`src/rtl/i2s_dac_tx_if.sv`:
```
// Sample-side bus from the synthesizer into the I2S serializer.
// master = synthesizer (drives samples/strobe/mute), slave = serializer.
interface i2s_dac_tx_if #(
  parameter int AUD_BIT_DEPTH = 24
);
  logic [AUD_BIT_DEPTH-1:0] lsound_in;
  logic [AUD_BIT_DEPTH-1:0] rsound_in;
  logic                     sample_ready;
  logic                     mute;

  modport master (
    output lsound_in,
    output rsound_in,
    output sample_ready,
    output mute
  );

  modport slave (
    input lsound_in,
    input rsound_in,
    input sample_ready,
    input mute
  );
endinterface

```
`src/rtl/i2s_dac_tx.sv`:
```
// I2S DAC serializer: BCLK/LRCK generation, 64-BCLK frames, MSB first with one-bit delay.
// MSB leaves BCLK_DIV cycles after a frame boundary; no backpressure, a missing sample repeats the last one.
module i2s_dac_tx #(
  parameter int AUD_BIT_DEPTH = 24,
  parameter int BCLK_DIV      = 4
) (
  input  logic               AUDIO_CLK,
  input  logic               reset_data,
  i2s_dac_tx_if.slave        snd,
  output logic               AUD_BCLK,
  output logic               AUD_DACLRCK,
  output logic               AUD_DACDAT,
  output logic               frame_start,
  output logic               underrun,
  output logic [15:0]        underrun_cnt
);
  localparam int                 DIV_W    = $clog2(BCLK_DIV);
  localparam logic [DIV_W-1:0]   DIV_LAST = DIV_W'(BCLK_DIV - 1);
  localparam logic [DIV_W-1:0]   DIV_HALF = DIV_W'(BCLK_DIV / 2);
  localparam logic [5:0]         DEPTH    = 6'(AUD_BIT_DEPTH);

  typedef logic [AUD_BIT_DEPTH-1:0] word_t;

  logic [DIV_W-1:0] div_cnt_q, div_cnt_d;
  logic [5:0]       bit_cnt_q, bit_cnt_d;
  word_t            hold_l_q, hold_l_d, hold_r_q, hold_r_d;
  word_t            frame_l_q, frame_l_d, frame_r_q, frame_r_d;
  logic             fresh_q, fresh_d;
  logic [15:0]      underrun_cnt_q, underrun_cnt_d;
  logic             bclk_q, bclk_d;
  logic             lrck_q, lrck_d;
  logic             dat_q, dat_d;
  logic             frame_start_q, frame_start_d;
  logic             underrun_q, underrun_d;

  logic             fall_edge;
  logic             boundary;
  logic [5:0]       slot_pos;
  word_t            slot_word;
  word_t            slot_shift;

  // Bit clock, slot counter and the serial data bit for the slot about to start.
  always_comb begin
    fall_edge  = (div_cnt_q == DIV_LAST);
    boundary   = fall_edge && (bit_cnt_q == 6'd63);
    div_cnt_d  = fall_edge ? '0 : div_cnt_q + 1'b1;
    bit_cnt_d  = fall_edge ? bit_cnt_q + 6'd1 : bit_cnt_q;
    bclk_d     = (div_cnt_d >= DIV_HALF);
    lrck_d     = fall_edge ? bit_cnt_d[5] : lrck_q;
    slot_pos   = {1'b0, bit_cnt_d[4:0]};
    slot_word  = bit_cnt_d[5] ? frame_r_q : frame_l_q;
    slot_shift = slot_word >> (DEPTH - slot_pos);
    dat_d      = dat_q;
    if (fall_edge) begin
      dat_d = ((slot_pos != 6'd0) && (slot_pos <= DEPTH)) ? slot_shift[0] : 1'b0;
    end
  end

  // Holding buffer and frame latch; mute beats a bypassed or buffered sample.
  always_comb begin
    hold_l_d       = hold_l_q;
    hold_r_d       = hold_r_q;
    fresh_d        = fresh_q;
    frame_l_d      = frame_l_q;
    frame_r_d      = frame_r_q;
    underrun_d     = 1'b0;
    underrun_cnt_d = underrun_cnt_q;
    frame_start_d  = boundary;
    if (snd.sample_ready) begin
      hold_l_d = snd.lsound_in;
      hold_r_d = snd.rsound_in;
      fresh_d  = 1'b1;
    end
    if (boundary) begin
      fresh_d = 1'b0;
      if (snd.mute) begin
        frame_l_d = '0;
        frame_r_d = '0;
      end else if (snd.sample_ready) begin
        frame_l_d = snd.lsound_in;
        frame_r_d = snd.rsound_in;
      end else if (fresh_q) begin
        frame_l_d = hold_l_q;
        frame_r_d = hold_r_q;
      end else begin
        underrun_d = 1'b1;
        if (underrun_cnt_q != 16'hFFFF) begin
          underrun_cnt_d = underrun_cnt_q + 16'd1;
        end
      end
    end
  end

  always_ff @(posedge AUDIO_CLK) begin
    if (reset_data) begin
      div_cnt_q      <= '0;
      bit_cnt_q      <= '0;
      hold_l_q       <= '0;
      hold_r_q       <= '0;
      frame_l_q      <= '0;
      frame_r_q      <= '0;
      fresh_q        <= 1'b0;
      underrun_cnt_q <= '0;
      bclk_q         <= 1'b0;
      lrck_q         <= 1'b0;
      dat_q          <= 1'b0;
      frame_start_q  <= 1'b0;
      underrun_q     <= 1'b0;
    end else begin
      div_cnt_q      <= div_cnt_d;
      bit_cnt_q      <= bit_cnt_d;
      hold_l_q       <= hold_l_d;
      hold_r_q       <= hold_r_d;
      frame_l_q      <= frame_l_d;
      frame_r_q      <= frame_r_d;
      fresh_q        <= fresh_d;
      underrun_cnt_q <= underrun_cnt_d;
      bclk_q         <= bclk_d;
      lrck_q         <= lrck_d;
      dat_q          <= dat_d;
      frame_start_q  <= frame_start_d;
      underrun_q     <= underrun_d;
    end
  end

  assign AUD_BCLK     = bclk_q;
  assign AUD_DACLRCK  = lrck_q;
  assign AUD_DACDAT   = dat_q;
  assign frame_start  = frame_start_q;
  assign underrun     = underrun_q;
  assign underrun_cnt = underrun_cnt_q;
endmodule
```
`src/flat_wrapper.sv`:
```
// flat-port wrapper written by rule: the top's interface ports become plain ports
module i2s_dac_tx_flat 
#(
  parameter int AUD_BIT_DEPTH = 24,
  parameter int BCLK_DIV      = 4
)
  (AUDIO_CLK, reset_data, AUD_BCLK, AUD_DACLRCK, AUD_DACDAT, frame_start, underrun, underrun_cnt, snd_lsound_in, snd_rsound_in, snd_sample_ready, snd_mute);
  i2s_dac_tx_if #(.AUD_BIT_DEPTH(AUD_BIT_DEPTH)) snd_i ();
  input  logic AUDIO_CLK;
  input  logic reset_data;
  output logic AUD_BCLK;
  output logic AUD_DACLRCK;
  output logic AUD_DACDAT;
  output logic frame_start;
  output logic underrun;
  output logic [15:0] underrun_cnt;
  input wire logic [$bits(snd_i.lsound_in)-1:0] snd_lsound_in;
  input wire logic [$bits(snd_i.rsound_in)-1:0] snd_rsound_in;
  input wire logic [$bits(snd_i.sample_ready)-1:0] snd_sample_ready;
  input wire logic [$bits(snd_i.mute)-1:0] snd_mute;
  assign snd_i.lsound_in = snd_lsound_in;
  assign snd_i.rsound_in = snd_rsound_in;
  assign snd_i.sample_ready = snd_sample_ready;
  assign snd_i.mute = snd_mute;
  i2s_dac_tx #(.AUD_BIT_DEPTH(AUD_BIT_DEPTH), .BCLK_DIV(BCLK_DIV)) u_core (.AUDIO_CLK(AUDIO_CLK), .reset_data(reset_data), .snd(snd_i), .AUD_BCLK(AUD_BCLK), .AUD_DACLRCK(AUD_DACLRCK), .AUD_DACDAT(AUD_DACDAT), .frame_start(frame_start), .underrun(underrun), .underrun_cnt(underrun_cnt));
endmodule
```
`config.mk`:
```
export PLATFORM = sky130hd
export DESIGN_NAME = i2s_dac_tx_flat
export DESIGN_NICKNAME = d
export VERILOG_FILES = /design/src/rtl/i2s_dac_tx_if.sv /design/src/rtl/i2s_dac_tx.sv /design/src/flat_wrapper.sv
export SDC_FILE = /design/constraint.sdc
export NUM_CORES = 1
export LEC_CHECK = 0
export CAP_MARGIN = 30
export CORE_ASPECT_RATIO = 1.25
export CORE_MARGIN = 2
export CORE_UTILIZATION = 59
export CTS_CLUSTER_SIZE = 24
export DETAILED_ROUTE_END_ITERATION = 16
export GPL_ROUTABILITY_DRIVEN = 0
export PLACE_DENSITY_LB_ADDON = 0.15
export SKIP_CTS_REPAIR_TIMING = 1
export SYNTH_ARGS = -nofsm -noshare
export SYNTH_HDL_FRONTEND = slang
export SYNTH_SLANG_ARGS = --single-unit
```
`constraint.sdc`:
```
create_clock -name AUDIO_CLK -period 5.1 [get_ports AUDIO_CLK]
set_input_delay 1.53 -clock AUDIO_CLK [delete_from_list [all_inputs] [get_ports AUDIO_CLK]]
set_output_delay 1.53 -clock AUDIO_CLK [all_outputs]
set_load 0.02 [all_outputs]
```
# Word level (Yosys, flattened, before mapping)
# Index checks and enable logic that the tools add are counted.
[totals]
n_memories = 0
in_bits = 52
reg_bits = 126
mem_bits_ro = 0
latchBits = 0
mem_bits_rw = 0
elab_cells = 46
[op_classes]
reduce_logical = 8
n_lt_le_gt_ge = 2
mux = 11
div_mod_pow = 0
n_shift = 1
mul = 0
eq_ne = 3
add_sub_neg = 4
bitwise = 4
[op_table]
columns = ["op", "n"]
rows = [
  ["24-bit 2-to-1 mux", 7],
  ["24-bit by 6-bit right shift with 1-bit output", 1],
  ["16-bit by 1-bit adder with 16-bit output, second input constant", 1],
  ["16-bit != test, second input constant", 1],
  ["6-bit by 1-bit adder with 6-bit output, second input constant", 1],
  ["6-bit == test, second input constant", 1],
  ["6-bit 2-to-1 mux", 1],
  ["5-bit by 5-bit subtractor with 6-bit output, first input constant", 1],
  ["5-bit <= comparator, second input constant", 1],
  ["5-bit AND reduction", 1],
  ["5-bit nonzero test", 1],
  ["1-bit inverter", 4],
  ["4-bit OR reduction", 1],
  ["3-bit nonzero test", 1],
  ["2-bit by 1-bit adder with 2-bit output, second input constant", 1],
  ["2-bit == test, second input constant", 1],
  ["2-bit greater-or-equal comparator, second input constant", 1],
  ["1-bit logical AND", 2],
  ["1-bit 2-to-1 mux", 2],
  ["2-bit 2-to-1 mux", 1],
  ["2-bit AND reduction", 1],
  ["2-bit OR reduction", 1],
]

# Depth between registers and ports, before layout
[depth]
ltp_word = 5
mapped_depth = 13

# Worst setup path after synthesis
# Ideal clock, no wire load.
[synth_timing]
path_kind = "register -> register"
start = "register, netlist name u_core.AUD_BCLK"
end = "register u_core.dat_q, in the netlist u_core.AUD_DACDAT"
setup_slack_ps = 1981
required_ps = 4985
path_stages_with_launch = 12
t_arrival_ps = 3004
path_cell_list = "dfxtp_1 > ha_1 > xor2_2 > inv_2 > clkbuf_1 > ha_1 > xnor2_1 > xnor2_2 > mux4_1 > a32oi_1 > nand4_1 > and3_1"
[synth_rtl]
columns = ["item", "line_no", "source"]
rows = [
  ["end signal: assignment", "i2s_dac_tx.sv:120", "dat_q <= dat_d;"],
  ["end: declaration", "i2s_dac_tx.sv:32", "logic dat_q, dat_d;"],
]

==> results.env <==
RUN_STATUS='completed'
SHARE_OF_LAYOUT_CELLS_ABOVE_DRIVE_STRENGTH_1_PCT=8.63
CTS_ROOT_BUFFER='sky130_fd_sc_hd__clkbuf_8'
DETAILEDPLACEMENTHPWL_UM=8020
SYNTH_ENABLE_FLOP_CELLS=0
POWER_DENSITY_OVER_THE_CELLS_mW_PER_MM2=365
LAYOUT_AREA_OVERHEAD_PCT=25.0
CTS_TREE='done'
FP-ROW-COUNT=38
MAX_CAP_VIOL_COUNT=0
ANTENNA_LEFT=0
DIE-HEIGHT_UM=110
ROUTED_WIRELENGTH_UM=11900
YS_TOP_CELLS_BY_AREA='sky130_fd_sc_hd__dfxtp_1 (47%), sky130_fd_sc_hd__mux2i_1 (11%), sky130_fd_sc_hd__o22a_1 (7.9%)'
GRT_START_MAX_NET_PINS=78
POSTSYNTHAREAPERCELL_UM2=9.55
POWER.SHARE.CLOCK_PCT=49.9
CLOCK_LATENCY_AT_THE_LATER_PIN_OF_THE_WORST_SKEW_PAIR_NS=0.53
SLEW_HEADROOM_PCT=45.7
MULTIINPUTGATEAREA_MM2=0.00264
FINALHOLDWORSTSLACK_NS=0.423
YS_ASYNC_SR_FRACTION_PCT=0
NETLIST_INSTANCES=560
FINALINSTANCEAREA_MM2=0.00668
GRT_PASS1_VIAS=4189
IOS=73
SYNTH.TOP_CELLS.BY_COUNT='sky130_fd_sc_hd__dfxtp_1 (125), sky130_fd_sc_hd__nor2_1 (81), sky130_fd_sc_hd__mux2i_1 (57)'
GR-TOTAL-OVERFLOW=0
POWER_SWITCHING_W=0.000538
YOSYS.CELL_COUNT.TOP_TYPE='sky130_fd_sc_hd__dfxtp_1'
INITIALDRTVIOLATIONCOUNT=279
POWER.INTERNAL_W=0.00190
BUFFER_PORTS.INSERTED=72
FINCLKSKEW_NS=0.00554
SETUP_REPAIR_AFTER_GLOBAL_ROUTING_MISSED_ITS_MARGIN='false'
POSTLAYOUTCOREUTIL_PCT=76.4
PEAKVDDDROP_V=0.000331
FLOORPLAN.INITIALDENSITY_PCT=61.1
SORT_OF_ELEMENT_AT_THE_END_OF_THE_CRITICAL_PATH='flop'
ANTENNA_CELLS_INSERTED=0
HOLDCRITPATHCLASS='flop to flop'
SEQ_POWER_SHARE_PCT=41.5
ROUTED-VIA-COUNT=4338
CELLLEAKAGEPOWER_nW=2.86
TIMING.FINAL.MAX_SLEW_VIOLATIONS=0
COMB_POWER_SHARE_PCT=8.6
SYNTH_TOP_AREA_SHARE_PCT=46.8
YOSYSUNIQUECELLTYPES=55
REQUIRED_NS=5.52
CTS_HTREE_LEVELS=4
CRITICAL_PATH_ARRIVAL_NS=4.12
NETLIST.TOP_CELL.BY_AREA='sky130_fd_sc_hd__dfxtp_1'
LAYOUT.FILLER_CELLS=630
NUMCLOCKSINKS=125
PATH_CLASS='flop to flop'
FRACTION_OF_THE_CYCLE_THE_FINAL_WORST_PATH_NEEDS_PCT=72.6
GLOBAL_ROUTE_WIRE_LENGTH_BEFORE_REPAIR_UM=19600
SYNTHESIS.AREA_MM2=0.00535
FINALCRITICALPERIOD_NS=3.70
REGISTER_BIT_COUNT_REPORTED_BY_YOSYS=125
SETUP_TOTAL_NEGATIVE_SLACK_NS=0
DRC=0
DIE_W_UM=89.2
DRT_FIRST_PASS_ITERS=5
SETUP-VIOLATIONS-FINAL=0
POSTPLACECELLAREA_MM2=0.00608
NUMBER_OF_ANTENNA_VIOLATIONS_AT_THE_FIRST_CHECK_IN_GLOBAL_ROUTING=0
PLACEABLECOREAREA_MM2=0.00875
NUMCTSBUFFERS=17
REGAREA_MM2=0.00250
DETAIL_ROUTE.VIAS_PER_CELL=5.82
SYNTH-SEQ-AREA-SHARE_PCT=46.8
SYNTHESIS.NETS=616
YS_WARN_COUNT=0
CRITICAL_PATH.STARTPOINT_TYPE='flop'
CTS_BUFFER_DEPTH=2
WL_PER_CELL_UM=16.0
WORSTMARGINPINSLEW_NS=0.814
YS.FLOP_TYPE='sky130_fd_sc_hd__dfxtp_1'
GRT_USE_TOTAL_PCT=25.3
CLKSLEWWORSTSETUPHOLDPATHS_NS=0.06
POWER.SWITCHING_FRACTION_PCT=22.1
CRIT_FANOUT=15
MAXCLOCKFREQUENCY_GHz=0.270
FP.DIEAREA_MM2=0.00985
NETS=669
NUMBER_OF_HOLD_VIOLATIONS_IN_THE_FINAL_REPORT=0
layer usage:
| metal | GRT usage, % | share of wire, % | vias up |
|---|---|---|---|
| met3 | 5.83 | 4.7 | 26 |
| met4 | 10.6 | 2.3 | 0 |
| met2 | 43.5 | 52 | 135 |
| met1 | 29.4 | 41 | 2039 |
| li1 | - | - | 2138 |
| met5 | 0 | 0 | - |
logic make-up after synthesis:
kind of cell / after synthesis / share of synthesized area, %
AND/OR/NAND/NOR: 209 / 18.7
multiplexers: 66 / 13.5
AO/OA/AOI/OAI: 85 / 12.6
adder cells (fa/ha/maj): 4 / 0.936
buffers and inverters: 52 / 3.95
flip-flops: 125 / 46.8
XOR/XNOR: 19 / 3.39
path summary, 6_finish.rpt:
| path | from | endpoint | slack (ns) | cells after the start |
|---|---|---|---|---|
| max | u_core.AUD_BCLK$_SDFF_PP0_ | u_core.AUD_DACDAT$_SDFFE_PP0P_ | 1.40 | 10 |
| min | u_core.div_cnt_q[0]$_SDFF_PP0_ | u_core.div_cnt_q[0]$_SDFF_PP0_ | 0.42 | 1 |
| max reg2reg | u_core.AUD_BCLK$_SDFF_PP0_ | u_core.AUD_DACDAT$_SDFFE_PP0P_ | 1.40 | 10 |
| min reg2reg | u_core.div_cnt_q[0]$_SDFF_PP0_ | u_core.div_cnt_q[0]$_SDFF_PP0_ | 0.42 | 1 |
sequential cells by signal, indices dropped and copies added, names as in the netlist:
signal and count:
u_core.frame_l_q 24, u_core.frame_r_q 24, u_core.hold_l_q 24, u_core.hold_r_q 24, u_core.underrun_cnt 16, u_core.bit_cnt_q 6, u_core.AUD_BCLK 1, u_core.AUD_DACDAT 1
u_core.AUD_DACLRCK 1, u_core.div_cnt_q 1, u_core.frame_start 1, u_core.fresh_q 1, u_core.underrun 1
stage by stage:
step / setup slack, ns / std cells / power, W
finish: 1.40 / 746 / 0.00244
global route: 1.13 / 746 / 0.00252
CTS: 1.41 / 746 / 0.00246
detailed placement: 1.42 / 714 / 0.00124
global placement: 1.53 / 714 / 0.00123
floorplan: 1.98 / 560 / 0.00117
critical path, stage by stage, from the launching register on:
cell,delay [ns]
sky130_fd_sc_hd__dfxtp_1,0.33
sky130_fd_sc_hd__ha_1,0.54
sky130_fd_sc_hd__xor2_2,0.38
sky130_fd_sc_hd__inv_2,0.20
sky130_fd_sc_hd__ha_1,0.26
sky130_fd_sc_hd__xnor2_1,0.17
sky130_fd_sc_hd__xnor2_2,0.60
sky130_fd_sc_hd__mux4_1,0.63
sky130_fd_sc_hd__a32oi_1,0.21
sky130_fd_sc_hd__nand4_1,0.11
sky130_fd_sc_hd__and3_1,0.15
cell type report:
| class | count | share of cell area (%) |
|---|---|---|
| clock buffer | 20 | 6.51 |
| clock inverter | 12 | 2.53 |
| inverter | 8 | 0.449 |
| tap | 120 | 2.25 |
| multi-input combinational | 383 | 39.5 |
| sequential | 125 | 37.4 |
| timing repair buffer | 78 | 11.3 |
cells in the final DEF (no fill, tap or decap), types with 8 or more instances in the layout:
cell type / instances
sky130_fd_sc_hd__o22a_1: 48
sky130_fd_sc_hd__nand2_1: 20
sky130_fd_sc_hd__xnor2_1: 8
sky130_fd_sc_hd__mux2i_1: 57
sky130_fd_sc_hd__nor2_1: 79
sky130_fd_sc_hd__nand3_1: 8
sky130_fd_sc_hd__xor2_1: 9
sky130_fd_sc_hd__clkdlybuf4s50_1: 70
sky130_fd_sc_hd__clkbuf_16: 16
sky130_fd_sc_hd__nand4_1: 9
sky130_fd_sc_hd__nor3_1: 54
sky130_fd_sc_hd__dfxtp_1: 125
power groups by stage:
stage / logic (W) / clock network (W) / registers (W)
after global routing: 0.000229 / 0.00127 / 0.00101
after detailed placement: 0.000209 / 0 / 0.00103
after CTS: 0.000210 / 0.00123 / 0.00101
after global placement: 0.000203 / 0 / 0.00103
final: 0.000210 / 0.00122 / 0.00101
after floorplan: 0.000138 / 0 / 0.00103
Power figures use the tool's default switching activity.
